`config.mk`:
```
export PLATFORM = sky130hd
export DESIGN_NAME = rx_handshake_arb
export DESIGN_NICKNAME = d
export VERILOG_FILES = /design/src/rtl/rx_handshake_arb.sv
export SDC_FILE = /design/constraint.sdc
export NUM_CORES = 1
export LEC_CHECK = 0
export CAP_MARGIN = 5
export CORE_ASPECT_RATIO = 0.5
export CORE_MARGIN = 2
export CORE_UTILIZATION = 48
export CTS_CLUSTER_SIZE = 25
export DETAILED_ROUTE_END_ITERATION = 10
export GPL_ROUTABILITY_DRIVEN = 0
export HOLD_SLACK_MARGIN = 0.1
export PLACE_DENSITY = 0.88
export SLEW_MARGIN = 30
export SYNTH_ARGS = -nofsm -noshare
export SYNTH_HDL_FRONTEND = slang
export SYNTH_SLANG_ARGS = --single-unit
```
`constraint.sdc`:
```
create_clock -name clk -period 1.9 [get_ports clk]
set_input_delay 0.285 -clock clk [delete_from_list [all_inputs] [get_ports clk]]
set_output_delay 0.285 -clock clk [all_outputs]
set_load 0.1 [all_outputs]
```
`src/rtl/rx_handshake_arb.sv`:
```
// rx_handshake_arb: terminates NUM_CH RX Valid/Ready links, round-robin
// arbitrates the requesting channels and hands one registered word per cycle
// to the router core, with a per-channel stuck-Valid timeout.

// Per-channel handshake FSM (INIT -> READY -> DONE) with stuck-Valid timeout.
module rx_hs_ch #(
   parameter int TIMEOUT = 255,
   parameter int TO_W    = 8
) (
   input  logic clk,
   input  logic rst,
   input  logic valid_i,
   input  logic grant_i,
   output logic req_o,
   output logic ready_o,
   output logic timeout_o
);

   typedef enum logic [1:0] {ST_INIT, ST_READY, ST_DONE} st_e;

   st_e             state_q, state_d;
   logic [TO_W-1:0] cnt_q, cnt_d;
   logic            ready_q, ready_d;
   logic            to_q, to_d;

   // A channel only asks for arbitration once it is READY and its unit has a word.
   assign req_o     = (state_q == ST_READY) && valid_i;
   assign ready_o   = ready_q;
   assign timeout_o = to_q;

   // State, counter and registered outputs; reset wins over any grant.
   always_ff @(posedge clk) begin
      if (rst) begin
         state_q <= ST_INIT;
         cnt_q   <= '0;
         ready_q <= 1'b0;
         to_q    <= 1'b0;
      end else begin
         state_q <= state_d;
         cnt_q   <= cnt_d;
         ready_q <= ready_d;
         to_q    <= to_d;
      end
   end

   // Next state; Ready and the timeout pulse are decoded from the next state
   // so they appear in the cycle right after the deciding edge.
   always_comb begin
      state_d = state_q;
      cnt_d   = cnt_q;
      to_d    = 1'b0;
      case (state_q)
         // Out of reset or after a timeout: wait for Valid low so a stale
         // word is never taken.
         ST_INIT: begin
            if (!valid_i) state_d = ST_READY;
         end
         ST_READY: begin
            if (grant_i) begin
               state_d = ST_DONE;
               cnt_d   = '0;
            end
         end
         ST_DONE: begin
            if (!valid_i) begin
               state_d = ST_READY;
            end else if (TIMEOUT != 0) begin
               cnt_d = cnt_q + TO_W'(1);
               if (cnt_d == TO_W'(TIMEOUT)) begin
                  to_d    = 1'b1;
                  state_d = ST_INIT;
               end
            end
         end
         default: state_d = ST_INIT;
      endcase
      ready_d = (state_d == ST_READY);
   end

endmodule

// Top: channel FSM array, round-robin winner select, registered core output.
module rx_handshake_arb #(
   parameter int NUM_CH  = 4,
   parameter int DATA_W  = 8,
   parameter int CH_W    = 2,
   parameter int TIMEOUT = 255,
   parameter int TO_W    = 8
) (
   input  logic                     clk,
   input  logic                     rst,
   input  logic [NUM_CH-1:0]        RX_Data_Valid,
   input  logic [NUM_CH*DATA_W-1:0] RX_Data,
   output logic [NUM_CH-1:0]        RX_Data_Ready,
   input  logic                     rc_ready,
   output logic                     rx_has_data,
   output logic [DATA_W-1:0]        rx_data,
   output logic [CH_W-1:0]          rx_chan,
   output logic [NUM_CH-1:0]        rx_timeout_err
);

   logic [NUM_CH-1:0]              req;
   logic [NUM_CH-1:0]              gnt_oh;
   logic                           gnt_vld;
   logic [CH_W-1:0]                gnt_idx;
   logic [CH_W-1:0]                idx;
   logic [NUM_CH-1:0][DATA_W-1:0]  data_arr;

   logic                           has_q, has_d;
   logic [DATA_W-1:0]              data_q, data_d;
   logic [CH_W-1:0]                chan_q, chan_d;
   logic [CH_W-1:0]                last_q, last_d;

   assign data_arr    = RX_Data;
   assign rx_has_data = has_q;
   assign rx_data     = data_q;
   assign rx_chan     = chan_q;

   for (genvar c = 0; c < NUM_CH; c++) begin : g_ch
      rx_hs_ch #(.TIMEOUT(TIMEOUT), .TO_W(TO_W)) u_ch (
         .clk       (clk),
         .rst       (rst),
         .valid_i   (RX_Data_Valid[c]),
         .grant_i   (gnt_oh[c]),
         .req_o     (req[c]),
         .ready_o   (RX_Data_Ready[c]),
         .timeout_o (rx_timeout_err[c])
      );
   end

   // Round-robin pick: first requester after the last winner, only when the
   // core can take a word.
   always_comb begin
      gnt_vld = 1'b0;
      gnt_idx = '0;
      idx     = '0;
      gnt_oh  = '0;
      for (int i = 1; i <= NUM_CH; i++) begin
         idx = CH_W'((int'(last_q) + i) % NUM_CH);
         if (rc_ready && !gnt_vld && req[idx]) begin
            gnt_vld = 1'b1;
            gnt_idx = idx;
         end
      end
      if (gnt_vld) gnt_oh[gnt_idx] = 1'b1;
   end

   // Output word/channel only change on a grant; the strobe marks that edge.
   always_comb begin
      has_d  = gnt_vld;
      data_d = data_q;
      chan_d = chan_q;
      last_d = last_q;
      if (gnt_vld) begin
         data_d = data_arr[gnt_idx];
         chan_d = gnt_idx;
         last_d = gnt_idx;
      end
   end

   // Core-side registers; the pointer starts at the top channel so channel 0
   // has first priority after reset.
   always_ff @(posedge clk) begin
      if (rst) begin
         has_q  <= 1'b0;
         data_q <= '0;
         chan_q <= '0;
         last_q <= CH_W'(NUM_CH - 1);
      end else begin
         has_q  <= has_d;
         data_q <= data_d;
         chan_q <= chan_d;
         last_q <= last_d;
      end
   end

endmodule

```
==> results of run 1 <==
## cell type report
cell class | instances | area (µm²) | share of cell area [%]
Inverter | 9 | 33.8 | 0.678
Multi-Input combinational cell | 302 | 2170 | 43.6
Clock buffer | 12 | 256 | 5.15
Timing Repair Buffer | 128 | 1100 | 22.0
Tap cell | 92 | 115 | 2.31
Clock inverter | 4 | 70.1 | 1.41
Sequential cell | 61 | 1240 | 24.9
## cell families (layout without fill, tap and decap cells)
logic type               count (synthesis)  count (layout)  synth area share, %
AND/OR/NAND/NOR                        168             168                 26.7
AO/OA/AOI/OAI                           97              97                 18.7
flip-flops                              61              61                 37.7
buffers and inverters                   34             153                 5.02
multiplexers                            16              16                 5.26
XOR/XNOR                                13              13                 3.52
adder cells (fa/ha/maj)                  8               8                 3.09
## sequential cells by signal, indices dropped and copies added (netlist names)
name,flops
last_q,2
g_ch.u_ch.timeout_o,4
rx_has_data,1
rx_data,8
g_ch.u_ch.state_q,8
g_ch.u_ch.cnt_q,32
rx_chan,2
g_ch.u_ch.ready_o,4
## through the flow
step                setup TNS [ps]  worst slack (ps)  std cells  hold WS, ps  cell area (µm²)
floorplan                     -210             -36.4        397          444             3250
global placement            -16550              -460        579          446             4200
detailed placement          -20040              -548        579          453             4200
CTS                           -354             -70.1        605          276             4730
global route                 -6900              -280        608          271             4980
finish                       -8350              -302        608          268             4980
## routing by layer
metal,GRT usage (%),routed length (µm)
met1,34.2,4810
met2,53.0,6040
met3,11.8,1700
met4,15.6,992
met5,0,0
## worst register-to-register path, stage by stage (launching register included)
cell and delay (ps):
dfxtp_2 330, nand3b_1 300, o22ai_2 390, a211o_1 310, a31oi_1 120, buf_4 170, or3_4 380, a21oi_2 150
## synthesized netlist by cell type (all sizes together) (8+ instances only)
master  number
nand2       39
ha           8
a31oi       12
nor3        12
buf         11
clkbuf      14
or3         12
xor2         8
nand3b       9
mux2i        8
a21oi       40
inv          9
and3        12
nor2        42
o21ai       23
dfxtp       61
nand3       12
mux2         8
## worst min path at each step
stage	endpoint	slack [ps]
CTS	rx_data[4]$_SDFFE_PP0P_	280
global route	rx_data[4]$_SDFFE_PP0P_	270
floorplan	g_ch[3].u_ch.cnt_q[7]$_SDFFE_PP0P_	440
finish	rx_data[4]$_SDFFE_PP0P_	270
global placement	rx_chan[0]$_SDFFE_PP0P_	450
detailed placement	rx_chan[0]$_SDFFE_PP0P_	450
## repair_timing
item | in CTS | in global routing
pin swaps | 21 | 22
resized for setup | 38 | 59
setup buffers | 11 | 3
endpoints found under the setup margin | 42 | 55
## power by group
group          leakage, nW  switching (W)  internal (W)
clock                0.163       0.000614       0.00121
sequential           0.501      0.0000459       0.00133
combinational         1.38       0.000606      0.000394
total                 2.04        0.00127       0.00294
==> out/metrics.yaml, run 1 <==
finalCritPeriodShare_pct: 116
nFillCells: 343
power_leakage_nw: 2.04
antenna_found_initial: 0
cts_tree: "done"
detailedRoute.firstPassIterationCount: 7
first_global_vias: 3579
hold_depth: 2
critical_path_arrival_ps: 2470
yosys_warnings: 0
max_slew.worst_pin.slew_ps: 388
synthesis.area_per_instance_um2: 8.15
horizontal_die_dimension_um: 120
peakVddDrop_mv: 0.733
mostFrequentLayoutCell: "buf_4"
cts.sinks: 61
outcome: "finished with violations"
synth_largest_area_cell: "dfxtp_1"
yosys_register_bits: 61
r2r_cells: 7
route.detailed.wl_per_inst_um: 22.3
clkTransAtPathRegs_ps: 50
grt_usage_pct: 30.5
top_level_ports: 58
startpoint_type: "flip-flop"
syn_inst: 397
synthesis.area_mm2: 0.00324
r2r_setup_slack_ps: -300
mappedNetlistNets: 444
fp-row-count: 21
post-route-util_pct: 75.5
fp.coreArea_mm2: 0.00660
power_per_cell_area_mw_per_mm2: 845
htree_levels: 3
clock_tree.buffer_depth: 2
post_synth_num_cell_types: 49
total_power_w: 0.00421
r2r_end: "g_ch[3].u_ch.cnt_q[6]$_SDFFE_PP0P_"
hold_start: "rst"
synth_flop_cell: "dfxtp_1"
clock-skew-final_ps: 4.85
grt_first_pass_wirelength_um: 17300
hold_path.class: "in -> reg"
finalCriticalPeriod_ps: 2200
regToRegStartpoint: "g_ch[3].u_ch.state_q[1]$_SDFF_PP0_"
critPathTopFamily: "compound AO/OA/AOI/OAI gates"
avgViaCountPerCell: 6.63
post-synth-top-area-fraction_pct: 37.7
count_of_maximum_capacitance_violations: 0
dpl.hpwl_um: 6140
grt_start_max_net_pins: 30
critical_path.startpoint: "g_ch[3].u_ch.state_q[1]$_SDFF_PP0_"
failed_checks: "setup timing"
via_count: 4034
kind_of_critical_path: "reg -> reg"
cp_slowest_stage_delay_ps: 390
buffers_on_ports: 57
hold_viol: 0
worstSetupPathDepth: 7
finalSetupViolations: 49
crit_path_top_delay_cell: "o22ai_2"
cts_made_buffers: 9
cp.required_ps: 2170
timing.critical_path.to: "g_ch[3].u_ch.cnt_q[6]$_SDFFE_PP0P_"
detail_route.drc_violations: 0
slew_headroom_pct: 74.1
layout-drive-gt1-share_pct: 35.9
drt-initial-drc-count: 598
synth-seq-area-share_pct: 37.7
worst_slack_ps: -302
drt.antenna.violating_nets: 0
synth-edff-count: 0
area_growth_syn_to_layout_pct: 53.9
cts_hold_buffers: 0
grt_setup_unrepaired: "yes"
critical_path.endpoint_type: "flip-flop"
layout.nets: 558
die_h_um: 62.1
async_flop_share_pct: 0
ctsRootBufferMaster: "clkbuf_16"
insertedDiodeCount: 0
initial_core_util_pct: 49.1
synth.area.top_cells: "dfxtp_1, a21oi_1, nor2_1"
mostFrequentLayoutCells: "buf_4, dfxtp_1, nor2_1"
clock_insertion_delay_worst_skew_ps: 340
maxClockFrequency_mhz: 454
cp_cell_sequence: "nand3b_1, o22ai_2, a211o_1, a31oi_1, buf_4, or3_4, a21oi_2"
wl_um: 13500
path_max_fanout: 6
design.die.area_mm2: 0.00746
maxSlewViolCount: 0
timing.critical_path.buf_inv: 1
grt_overflow: 0
(Power assumes the default switching activity.)
==> run 2, diff against run 1 <==
--- a/config.mk
+++ b/config.mk
@@ -5,11 +5,10 @@
 export SDC_FILE = /design/constraint.sdc
 export NUM_CORES = 1
 export LEC_CHECK = 0
-export CAP_MARGIN = 5
+export CAP_MARGIN = 25
 export CORE_ASPECT_RATIO = 0.5
 export CORE_MARGIN = 2
 export CORE_UTILIZATION = 48
-export CTS_CLUSTER_SIZE = 25
 export DETAILED_ROUTE_END_ITERATION = 10
 export GPL_ROUTABILITY_DRIVEN = 0
 export HOLD_SLACK_MARGIN = 0.1
==> results of run 2 <==
No change in the layout: final DEF, timing and power equal those of run 1.
==> RTL edit 1 (settings of run 2) <==
`TO_W` is set to 8 in 2 places; all go to 6.
--- a/src/rtl/rx_handshake_arb.sv
+++ b/src/rtl/rx_handshake_arb.sv
@@ -5,7 +5,7 @@
 // Per-channel handshake FSM (INIT -> READY -> DONE) with stuck-Valid timeout.
 module rx_hs_ch #(
    parameter int TIMEOUT = 255,
-   parameter int TO_W    = 8
+   parameter int TO_W    = 6
 ) (
    input  logic clk,
    input  logic rst,
@@ -85,7 +85,7 @@
    parameter int DATA_W  = 8,
    parameter int CH_W    = 2,
    parameter int TIMEOUT = 255,
-   parameter int TO_W    = 8
+   parameter int TO_W    = 6
 ) (
    input  logic                     clk,
    input  logic                     rst,
Function: same outputs for any inputs over 4 cycles, from zero or initial values and one cycle with rst high; that may be too few to reach the edited logic, so the function may still have changed.
==> RTL edit 1 against run 2 <==
The flow still finishes with violations (setup timing); routed wire length decreased by 6.6%; setup slack got worse by 0.24 ns; non-clock buffer count decreased by 4; cell area decreased by 7.2%; sequential cell count decreased by 8; synthesized area decreased by 6.1%; die area decreased by 5.8%.
Power is not compared: it rests on default switching activity, and its combinational part moved more than twofold at a synthesized area within 25%.
==> RTL edit 1: results <==
group,metric,value,unit
placed_design,place_area,3880,µm²
sta,fin_ws,-0.545,ns
synth,syn_nets,402,
sta,setup_violations,48,
clock_tree,post_cts_buffers,17,
run_status,outcome,"complete, but fails checks",
route,vias,3767,
cells_and_area,nonClkBufAreaFrac,25.2,%
clock_tree,clk_latency,0.31,ns
placed_design,place_hpwl,5690,µm
route,detail_route.vias_per_cell,6.81,
cells_and_area,drive_gt1_share,34.4,%
route,drt-met1-wl,4480,µm
cells_and_area,multi_input_area_share,44.7,%
cells_and_area,largest_register_ffs,24,
clock_tree,clk_pin_slew,0.08,ns
cells_and_area,regArea,1080,µm²
sta,fin_setup_tns,-18.26,ns
run_status,violations,"setup timing",
synth,synth_area_leaders,"dfxtp_1, mux2i_1, a21oi_1, nand3_1, nand2_1",
global_route,grt_pass1_vias,3422,
synth,ys_seq_elements,53,
global_route,grt_max_degree,36,
clock_tree,cts_resized,53,
cells_and_area,n_all_buffers,124,
route,wire_per_inst,22.9,µm
-- RTL edit 1: kinds of logic (layout without fill, tap and decap cells) --
family          count (synthesis)  count (layout)  share of synthesized area (%)
simple gates                  149             149                           25.8
compound gates                 89              89                           22.5
flops                          53              53                           34.9
buf+inv                        31             141                           5.60
mux                            17              17                           5.60
fa+ha+maj                       8               8                           3.29
xor+xnor                        8               8                           2.31
-- RTL edit 1: path summary, 6_finish.rpt --
check / start / to / slack, ns / depth (start not counted)
worst min-delay path: rx_chan[1] / rx_chan[1] / 0.48 / 2
worst min register to register: rx_chan[1] / rx_chan[1] / 0.48 / 2
worst max register to register: g_ch[1].u_ch.state_q[1] / g_ch[2].u_ch.cnt_q[3] / -0.55 / 9
worst max-delay path: g_ch[1].u_ch.state_q[1] / g_ch[2].u_ch.cnt_q[3] / -0.55 / 9
==> RTL edit 2 (config.mk and constraints of run 2) <==
Without the edit above. Register the output `rx_timeout_err`, cleared by the reset; this adds one clock of latency there. The other outputs are not delayed to match.
--- a/src/rtl/rx_handshake_arb.sv
+++ b/src/rtl/rx_handshake_arb.sv
@@ -99,6 +99,8 @@
    output logic [NUM_CH-1:0]        rx_timeout_err
 );
 
+   logic [NUM_CH-1:0] rx_timeout_err_d;
+
    logic [NUM_CH-1:0]              req;
    logic [NUM_CH-1:0]              gnt_oh;
    logic                           gnt_vld;
@@ -124,7 +126,7 @@
          .grant_i   (gnt_oh[c]),
          .req_o     (req[c]),
          .ready_o   (RX_Data_Ready[c]),
-         .timeout_o (rx_timeout_err[c])
+         .timeout_o (rx_timeout_err_d[c])
       );
    end
 
@@ -174,5 +176,13 @@
       end
    end
 
+   always_ff @(posedge clk) begin
+      if (rst) begin
+         rx_timeout_err <= '0;
+      end else begin
+         rx_timeout_err <= rx_timeout_err_d;
+      end
+   end
+
 endmodule
 
Function: no difference found for any inputs over 4 cycles, from zero or initial values and one cycle with rst high; that may be too few to reach the edited logic, so the function may still have changed.
==> RTL edit 2 against run 2 <==
Setup slack got worse by 0.25 ns; largest cell class unchanged; routed wire length down 2.9%; cell area up 5.8%; synthesized area is 11% higher; the run still ends with setup timing left; sequential cell count grew 4; highest routed layer is now met5.
Power is not compared: it rests on default switching activity, and its combinational part moved more than twofold at a synthesized area within 25%.
==> RTL edit 2: results <==
group,metric,value,unit
global_route,grt.total_usage,30.1,%
placed_design,place_area,4550,µm²
clock_tree,cts.path.max_buffers,2,
cells_and_area,fillCellCount,446,
placed_design,io_buffers,57,
global_route,grt_max_degree,46,
sta,setup_violations,58,
cells_and_area,drive_gt1_share,33.4,%
min_path,hp-start,"g_ch[1].u_ch.timeout_o",
synth,synth_area_leaders,"dfxtp_1, a21oi_1, nor2_1, nand3_1, nor3_1",
sta,fin_ws,-0.548,ns
critical_path,reg2reg_depth,9,
critical_path,cp_slowest_cell,"dfxtp_4",
synth,syn_nets,477,
placed_design,place_hpwl,6940,µm
clock_tree,clk_root_buffer_cell,"clkbuf_16",
synth,async_reset_ff_share,0,%
critical_path,crit_path_max_incr_delay,0.40,ns
placed_design,dp_worst_setup_slack,-0.875,ns
run_status,violations,"setup timing",
min_path,hold_class,"flop to flop",
cells_and_area,fin_nets,585,
synth,ys_top_cells_by_count,"dfxtp_1, a21oi_1, nor2_1",
critical_path,crit_arrival,2.66,ns
power,p_leak,1.98,nW
min_path,hold_path_end,"rx_timeout_err[1]",
sta,timing.slew.headroom,65.7,%
global_route,grt_pass1_wl,19600,µm
min_path,hold_depth,1,
global_route,grt_pass1_vias,4149,
route,drt_first_pass_iters,8,
cells_and_area,multiInputGateArea,2400,µm²
synth,yosysUniqueCellTypes,65,
route,drt-initial-drc-count,524,
synth,synth_ff_type,"dfxtp_1",
run_status,outcome,"complete, but fails checks",
sta,fin_setup_tns,-23.25,ns
sta,skew,0.00926,ns
route,vias,4151,
cells_and_area,top_register,"g_ch.u_ch.cnt_q",
clock_tree,clk_pin_slew,0.05,ns
route,wire_per_inst,20.6,µm
critical_path,r2r-start,"last_q[0]",
synth,ys_seq_area_share,36.4,%
critical_path,r2r_end,"g_ch[1].u_ch.ready_o",
## RTL edit 2: routing by layer
metal | GRT usage, % | share of wire [%] | wire [µm]
met5 | 0 | 0.23 | 30
met4 | 14.6 | 5.4 | 716
met3 | 10.7 | 12 | 1580
met2 | 52.4 | 46 | 6070
met1 | 33.3 | 36 | 4750
## RTL edit 2: worst max path at each step
| stage | start | to | slack (ns) | cells past startpoint |
|---|---|---|---|---|
| after floorplan | last_q[0] | rx_data[0] | -0.30 | 9 |
| after global placement | RX_Data_Valid[3] | g_ch[0].u_ch.cnt_q[0] | -0.79 | 9 |
| after detailed placement | RX_Data_Valid[3] | g_ch[0].u_ch.cnt_q[0] | -0.87 | 9 |
| after CTS | g_ch[3].u_ch.state_q[1] | g_ch[1].u_ch.cnt_q[7] | -0.39 | 10 |
| after global routing | last_q[0] | g_ch[1].u_ch.cnt_q[7] | -0.54 | 10 |
| final | last_q[0] | g_ch[1].u_ch.ready_o | -0.55 | 9 |
## RTL edit 2: kinds of logic after synthesis
group	count (synthesis)	share of synthesized area, %
AO/OA/AOI/OAI	129	24.2
XOR/XNOR	12	2.94
adder cells (fa/ha/maj)	8	2.80
buffers and inverters	35	4.86
flip-flops	65	36.4
multiplexers	7	2.34
AND/OR/NAND/NOR	174	26.5
## RTL edit 2: worst reg2reg max path, cell delays in order (launching register included)
cell and delay (ns):
dfxtp_4 0.40, and4bb_4 0.23, nor4_4 0.38, nor2_4 0.10
o41ai_4 0.38, buf_4 0.21, buf_6 0.10, o211ai_4 0.12
a31oi_1 0.32, nor2_1 0.08
## RTL edit 2: through the flow
stage	instances	total power [mW]	hold slack [ns]
2_1_floorplan	430	4.07	0.414
3_3_place_gp	612	4.98	0.416
3_5_place_dp	612	5.06	0.426
4_1_cts	636	7.03	0.442
5_1_grt	638	7.85	0.463
6_report	638	7.66	0.440
## RTL edit 2: final cells by class
class | count | share of cell area, %
timing repair buffer | 119 | 21.1
sequential | 65 | 25.0
multi-input combinational | 331 | 45.6
tap | 96 | 2.28
clock inverter | 3 | 0.332
clock buffer | 12 | 4.68
inverter | 12 | 0.902
## RTL edit 2: timing repair
action / CTS / global route
resized for setup: 39 / 54
setup endpoints to repair: 58 / 60
gates cloned: 2 / 1
setup buffers: 7 / 1
pin swaps: 20 / 14
## RTL edit 2: power breakdown
group	total [mW]	leakage, nW	switching (mW)	internal [mW]
registers	1.72	0.532	0.158	1.56
logic	4.44	1.32	2.73	1.71
clock network	1.50	0.128	0.596	0.906
